<file path="src/rtl/mem_arb_pkg.sv">
// Shared types and constants for the mem_arb memory arbiter.
// Holds FSM state encoding, access-size codes and the alignment helper.
package mem_arb_pkg;

  typedef enum logic [1:0] {
    IDLE   = 2'b00,
    ACCESS = 2'b01,
    RESP   = 2'b10
  } state_t;

  localparam logic [1:0] SIZE_BYTE = 2'b00;
  localparam logic [1:0] SIZE_HALF = 2'b01;
  localparam logic [1:0] SIZE_WORD = 2'b10;

  function automatic logic misaligned(
    input logic [1:0] lo,
    input logic [1:0] size
  );
    logic bad;
    bad = 1'b1;
    unique case (size)
      SIZE_BYTE: bad = 1'b0;
      SIZE_HALF: bad = lo[0];
      SIZE_WORD: bad = (lo != 2'b00);
      default:   bad = 1'b1;
    endcase
    return bad;
  endfunction

endpackage

</file>
<file path="src/rtl/mem_arb_prio.sv">
// Fetch/data grant selection with a saturating fetch starvation counter.
// Data wins by default; fetch is forced through after STARVE_LIMIT losses.
module mem_arb_prio
  import mem_arb_pkg::*;
#(
  parameter int STARVE_LIMIT = 4
) (
  input  logic clk,
  input  logic rst_n,
  input  logic idle,
  input  logic i_valid,
  input  logic d_valid,
  output logic i_grant,
  output logic d_grant
);

  localparam int CW =
    (STARVE_LIMIT < 1) ? 1 : $clog2(STARVE_LIMIT + 1);

  logic [CW-1:0] starve_q;
  logic          force_i;

  assign force_i = (starve_q == CW'(STARVE_LIMIT));

  assign i_grant = idle && i_valid && (!d_valid || force_i);
  assign d_grant = idle && d_valid && !(i_valid && force_i);

  always_ff @(posedge clk or negedge rst_n) begin
    if (!rst_n) begin
      starve_q <= '0;
    end else if (idle) begin
      if (!i_valid || i_grant) begin
        starve_q <= '0;
      end else if (!force_i) begin
        starve_q <= starve_q + 1'b1;
      end
    end
  end

endmodule

</file>
<file path="src/rtl/mem_arb.sv">
// Two-requester memory arbiter: fetch port and load/store port, 3-cycle FSM.
// Optional misalignment trap enabled by defining MEM_ARB_MISALIGN_TRAP_EN.
module mem_arb
  import mem_arb_pkg::*;
#(
  parameter int ADDR_SIZE    = 10,
  parameter int WORD_SIZE    = 32,
  parameter int STARVE_LIMIT = 4
) (
  input  logic                 clk,
  input  logic                 rst_n,
  input  logic                 i_req_valid,
  output logic                 i_req_ready,
  input  logic [ADDR_SIZE-1:0] i_req_addr,
  output logic                 i_rsp_valid,
  output logic [WORD_SIZE-1:0] i_rsp_data,
  input  logic                 d_req_valid,
  output logic                 d_req_ready,
  input  logic                 d_req_write,
  input  logic [ADDR_SIZE-1:0] d_req_addr,
  input  logic [WORD_SIZE-1:0] d_req_wdata,
  input  logic [1:0]           d_req_size,
  input  logic                 d_req_unsigned,
  output logic                 d_rsp_valid,
  output logic [WORD_SIZE-1:0] d_rsp_data,
  output logic                 d_rsp_err,
  output logic                 m_en_write,
  output logic                 m_en_read,
  output logic [ADDR_SIZE-1:0] m_addr,
  output logic [WORD_SIZE-1:0] m_din,
  output logic [1:0]           m_size,
  output logic                 m_unsigned,
  input  logic [WORD_SIZE-1:0] m_dout
);

  state_t state_q, state_d;
  logic   own_d_q;
  logic   write_q;
  logic   err_q;
  logic   idle;
  logic   hs;

  // Grants are suppressed while reset is held so no handshake is visible.
  assign idle = (state_q == IDLE) && rst_n;
  assign hs   = i_req_ready || d_req_ready;

  mem_arb_prio #(
    .STARVE_LIMIT(STARVE_LIMIT)
  ) u_prio (
    .clk     (clk),
    .rst_n   (rst_n),
    .idle    (idle),
    .i_valid (i_req_valid),
    .d_valid (d_req_valid),
    .i_grant (i_req_ready),
    .d_grant (d_req_ready)
  );

  always_ff @(posedge clk or negedge rst_n) begin
    if (!rst_n) begin
      state_q <= IDLE;
    end else begin
      state_q <= state_d;
    end
  end

  always_comb begin
    state_d = state_q;
    unique case (state_q)
      IDLE:    if (hs) state_d = ACCESS;
      ACCESS:  state_d = RESP;
      RESP:    state_d = IDLE;
      default: state_d = IDLE;
    endcase
  end

  always_ff @(posedge clk or negedge rst_n) begin
    if (!rst_n) begin
      own_d_q    <= 1'b0;
      write_q    <= 1'b0;
      m_addr     <= '0;
      m_din      <= '0;
      m_size     <= '0;
      m_unsigned <= 1'b0;
    end else if (i_req_ready) begin
      own_d_q    <= 1'b0;
      write_q    <= 1'b0;
      m_addr     <= i_req_addr;
      m_size     <= SIZE_WORD;
      m_unsigned <= 1'b1;
    end else if (d_req_ready) begin
      own_d_q    <= 1'b1;
      write_q    <= d_req_write;
      m_addr     <= d_req_addr;
      m_size     <= d_req_size;
      m_unsigned <= d_req_unsigned;
      if (d_req_write) m_din <= d_req_wdata;
    end
  end

`ifdef MEM_ARB_MISALIGN_TRAP_EN
  always_ff @(posedge clk or negedge rst_n) begin
    if (!rst_n) begin
      err_q <= 1'b0;
    end else if (hs) begin
      err_q <= d_req_ready &&
               misaligned(d_req_addr[1:0], d_req_size);
    end
  end
`else
  assign err_q = 1'b0;
`endif

  always_comb begin
    m_en_read   = 1'b0;
    m_en_write  = 1'b0;
    i_rsp_valid = 1'b0;
    d_rsp_valid = 1'b0;
    i_rsp_data  = '0;
    d_rsp_data  = '0;
    d_rsp_err   = 1'b0;
    if (state_q == ACCESS && !err_q) begin
      m_en_write = own_d_q && write_q;
      m_en_read  = !(own_d_q && write_q);
    end
    if (state_q == RESP) begin
      i_rsp_valid = !own_d_q;
      d_rsp_valid = own_d_q;
      d_rsp_err   = own_d_q && err_q;
      if (!own_d_q) i_rsp_data = m_dout;
      if (own_d_q && !write_q && !err_q) d_rsp_data = m_dout;
    end
  end

endmodule

</file>
<file path="config.mk">
export PLATFORM = sky130hd
export DESIGN_NAME = mem_arb
export DESIGN_NICKNAME = d
export VERILOG_FILES = /design/src/rtl/mem_arb_pkg.sv /design/src/rtl/mem_arb_prio.sv /design/src/rtl/mem_arb.sv
export SDC_FILE = /design/constraint.sdc
export NUM_CORES = 1
export LEC_CHECK = 0
export ABC_AREA = 1
export CAP_MARGIN = 15
export CORE_MARGIN = 8
export CORE_UTILIZATION = 60
export CTS_BUF_LIST = sky130_fd_sc_hd__clkbuf_4
export CTS_CLUSTER_SIZE = 12
export DETAILED_ROUTE_END_ITERATION = 8
export DONT_BUFFER_PORTS = 1
export PLACE_DENSITY = 0.77
export SLEW_MARGIN = 20
export SYNTH_ARGS = -nofsm -noshare
export SYNTH_HDL_FRONTEND = slang
export SYNTH_SLANG_ARGS = --single-unit
</file>
<file path="constraint.sdc">
create_clock -name clk -period 2.1 [get_ports clk]
set_clock_uncertainty 0.15 [all_clocks]
set_input_delay 0.315 -clock clk [delete_from_list [all_inputs] [get_ports clk]]
set_output_delay 0.315 -clock clk [all_outputs]
set_load 0.005 [all_outputs]
</file>
---- Yosys cells after proc, flatten, opt, wreduce, memory -nomap -nowiden ----
Cells that the tools add are included.
word-level totals
  output and inout port bits .............. 116
  word-level logic and storage cells ...... 58
  bits in registers ....................... 52
cells by class
  bitwise logic cells ..................... 1
  reductions and logical operators ........ 21
  add/subtract/negate cells ............... 1
  equality and inequality tests ........... 5
  multiplexer cells ....................... 22
operators with widths
  cell                 count
  $mux 32              4
  $mux 10              2
  $mux 1               10
  $logic_and 1x1->1    8
  $logic_not 1->1      6
  $mux 2               3
  $mux 3               2
  $ne 2x2->1 const B   2
  $pmux 2 s2           1
  $add 3x1->3 const B  1
  $eq 3x3->1 const B   1
  $logic_or 1x1->1     3
  $reduce_and 3->1     1
  $eq 2x1->1 const B   1
  $eq 2x2->1 const B   1
  $logic_not 2->1      1
  $reduce_and 2->1     1
  $reduce_bool 2->1    1
  $not 1->1            1

---- Logic depth before layout (Yosys ltp) ----
  word-level depth ........................ 7
  mapped depth ............................ 10

---- Cells and area by module ----
From an unflattened synthesis, not the netlist that was laid out.
second synthesis, totals
  cell total of the unflattened synthesis .. 375
  area, all modules ....................... 2698.8 sq um
by module, submodules not included
  module        area an instance (sq um)  cells each  times used
  mem_arb       2482.4                    343         1
  mem_arb_prio  216.5                     32          1

---- Least setup slack after synthesis ----
Ideal clock, no wire load.
  path type ............................... flip-flop to output port
  start point ............................. register u_prio.starve_q[0]
  end point ............................... output port d_req_ready
  arrival ................................. 1124 ps
  path slack .............................. 511 ps
  data required time ...................... 1635 ps
  cell stages (with the launch flop) ...... 8
  cell sequence ........................... dfrtp_1 > inv_1 > ha_1 > nand3_1 > nand2_1 > nor2_2 > buf_6 > buf_4
between the ends
  cells in the longest elaborated chain, start to end .. 4
ends and longest elaborated chain
  element                 RTL line            text
  start, declared         mem_arb_prio.sv:20  logic [CW-1:0] starve_q;
  start signal, assigned  mem_arb_prio.sv:35  starve_q <= starve_q + 1'b1;
  $eq 3x3->1              mem_arb_prio.sv:23  assign force_i = (starve_q == CW'(STARVE_LIMIT));
  $logic_and 1x1->1       mem_arb_prio.sv:26  assign d_grant = idle && d_valid && !(i_valid && force_i);
  $logic_not 1->1         mem_arb_prio.sv:26
  $logic_and 1x1->1       mem_arb_prio.sv:26
  end, declared           mem_arb.sv:18       output logic d_req_ready,
No other way between the ends.

---- Final worst setup path ----
  start point ............................. register write_q
  end point ............................... output port d_rsp_data[28]
between the ends
  cells in the longest elaborated chain, start to end .. 4
ends and longest elaborated chain
  element                 RTL line        text
  start, declared         mem_arb.sv:38   logic write_q;
  start signal, assigned  mem_arb.sv:93   write_q <= d_req_write;
  $logic_not 1->1         mem_arb.sv:131  if (own_d_q && !write_q && !err_q) d_rsp_data = m_dout;
  $logic_and 1x1->1       mem_arb.sv:131
  $mux 32                 mem_arb.sv:131
  $mux 32                 mem_arb.sv:126  if (state_q == RESP) begin
  end, declared           mem_arb.sv:25   output logic [WORD_SIZE-1:0] d_rsp_data,
No other way between the ends.

==> metrics <==
die width=84.7 µm; synthesized cell area=2830 µm²; final worst slack=0.0836 ns; Rows=25; final setup TNS=0 ns; PortBufs=0; PwrDens=798 nW/µm²; grt total ovfl=0; Clk pin slew, worst setup/hold paths=0.15 ns; root buffer cell=clkbuf_4; Worst path slowest cell=dfrtp_1; Final Max Tran Viols=0; Placed Instances=421; # IOs=208; chip height=84.7 µm; cell family with most CP delay=flip-flops; CTS max path bufs=2; final setup fails=0; Antenna Diode Count=0; # H-tree levels=2; maximum fanout along the worst path=32; status=completed; P_leak=1.88 nW; Worst EP arrival=1.55 ns; crit-path max cell delay=0.41 ns; Buf/Inv on CP=2; core area=4630 µm²; area of the multi-input gates=1190 µm²; DP Worst Slack=0.214 ns; Cell variety after synth=26; share of layout cells above drive strength 1=9.30%; Period Utilization, post-route=96.0%; drt wl/cell=20.5 µm; Fillers=309; Die ar.=7180 µm²; clock buffer count from CTS=5; Required @ worst endpoint=1.63 ns; Post-DRT Antenna Nets=0; Initial Utilization=61.2%; register area=1300 µm²; hold_ws=0.0134 ns; largest net degree at the start of global routing=53; Mapped Nets=480; register bit total from synthesis=52; critical path class=reg2out; Pwr Total=2.78 mW; CTS Sinks=52; crit end category=primary output; Finished Layout Cells=484; f_max=496 MHz; fin crit period=2.02 ns; initial antenna violation count=0; 1st-pass router iterations=4; Vias=2831; Final nets=523; placed inst area=2780 µm²; area grow syn2layout=23.1%; vias in the first global route=2696; Vias/cell=5.85; yosys warns=0; worst skew pair latency=0.37 ns; 1st-iter DRT viols=218; final wirelength=9.91 mm; CTS tree=built; Hold Path Class=in2reg; VDD IR max=0.000514 V; first-pass GRT wire length=14.6 mm; crit-path cells=inv_1 -> nand2_1 -> buf_4 -> nor3_1; Util after Layout=75.4%; Finished Cell Area=3490 µm²; hpwl dp=6.57 mm; sequential area share after synthesis=45.9%; gpl congestion=0.858; Final Hold Fails=0; DRC viols=0; Rel. slew slack=62.5%; crit path launch type=flip-flop; GRT Total Usage=25.2%; Avg Cell Area, Syn=7.34 µm²; Worst-Margin Slew=0.563 ns; synthesized instance count=386; Max-Cap Viols=0
-- per-layer routing --
layer | vias to the layer above | track usage (%) | part of all wire [%]
li1 | 1285 | - | -
met1 | 1295 | 26.6 | 34
met2 | 228 | 43.5 | 51
met3 | 23 | 10.9 | 13
met4 | 0 | 9.55 | 2.8
met5 | - | 0 | 0
-- repair_timing --
action                     in CTS  in global routing
hold endpoints to repair       99                  0
setup endpoints to repair       1                 34
buffers inserted                0                  3
pin swaps                       0                  1
hold buffers                   49                  0
gates cloned                    0                  3
resized for setup               1                 10
-- flip-flops by register name (all words and copies together) (netlist names) --
name and flops:
m_din 32, m_addr 10, u_prio.starve_q 3, m_size 2, state_q 2, m_unsigned 1
own_d_q 1, write_q 1
-- cell usage after synthesis, drive strengths merged --
master / number / area, µm²
a21oi: 3 / 15.0
buf: 20 / 169
clkbuf: 7 / 26.3
conb: 1 / 3.75
dfrtp: 52 / 1300
ha: 2 / 25.0
inv: 45 / 169
nand2: 120 / 463
nand3: 59 / 300
nand4: 1 / 6.26
nor2: 38 / 155
nor3: 32 / 160
nor4: 1 / 6.26
o21a: 1 / 7.51
o21ai: 2 / 10.0
o22ai: 1 / 6.26
xor2: 1 / 8.76
-- cells by family after synthesis --
group                      after synthesis  synth area share [%]
AOI/OAI and AO/OA                        7                  1.37
xor gates and xnor gates                 1                 0.309
buffers and inverters                   72                  12.9
DFF                                     52                  45.9
other                                    1                 0.132
and+or+nand+nor                        251                  38.5
adders and majority gates                2                 0.883
-- final timing paths --
check	start	end	slack, ns	depth (start not counted)
setup / recovery	write_q	d_rsp_data[28]	0.08	4
hold / removal	i_req_addr[5]	m_addr[5]	0.01	4
setup reg to reg	u_prio.starve_q[0]	m_din[20]	0.25	9
hold reg to reg	state_q[1]	state_q[1]	0.34	1
max in group asynchronous	rst_n	m_din[26]	1.28	2
min in group asynchronous	rst_n	m_addr[6]	0.29	2
-- final cells by class --
class,count,area share (%)
inverters,45,4.99
clock buffers,5,1.08
flip-flops and latches,52,37.3
clock inverters,3,1.22
multi-input cells,262,34.2
repair buffers,63,19.3
well taps,54,1.94
-- report_power, final --
group / internal (mW) / leakage, nW / total [mW] / switching, mW
Sequential: 1.26 / 0.652 / 1.50 / 0.242
Clock: 0.249 / 0.0428 / 0.563 / 0.314
Combinational: 0.277 / 1.19 / 0.724 / 0.447
Total: 1.78 / 1.88 / 2.78 / 1.00
-- worst reg2reg max path, cell delays in order (launching register included) --
cell and delay [ns]:
dfrtp_1 0.41, inv_1 0.06, ha_1 0.22, nand3_2 0.08, nand2_2 0.07, nor2_4 0.18, buf_12 0.15, nand2_4 0.20
nand2_1 0.16, nand2_1 0.07
-- layout by cell type, fill, tap and decap left out --
cell             n
nand2_1        116
nand3_1         57
dfrtp_1         52
dlygate4sd3_1   47
inv_1           40
nor2_1          32
nor3_1          32
buf_4           10
clkbuf_4         5
inv_2            3
nor2_4           3
nand2_2          3
nor2_2           3
a21oi_1          3
clkbuf_16        3
nand3_2          2
inv_4            2
o21ai_0          2
ha_1             2
o21a_1           1
nor4_1           1
nand2_4          1
xor2_1           1
nand4_1          1
o22ai_1          1
conb_1           1
bufinv_16        1
clkinv_1         1
clkinv_4         1
buf_16           1
buf_2            1
buf_12           1
Note: power is estimated with default switching activity, not from simulation.
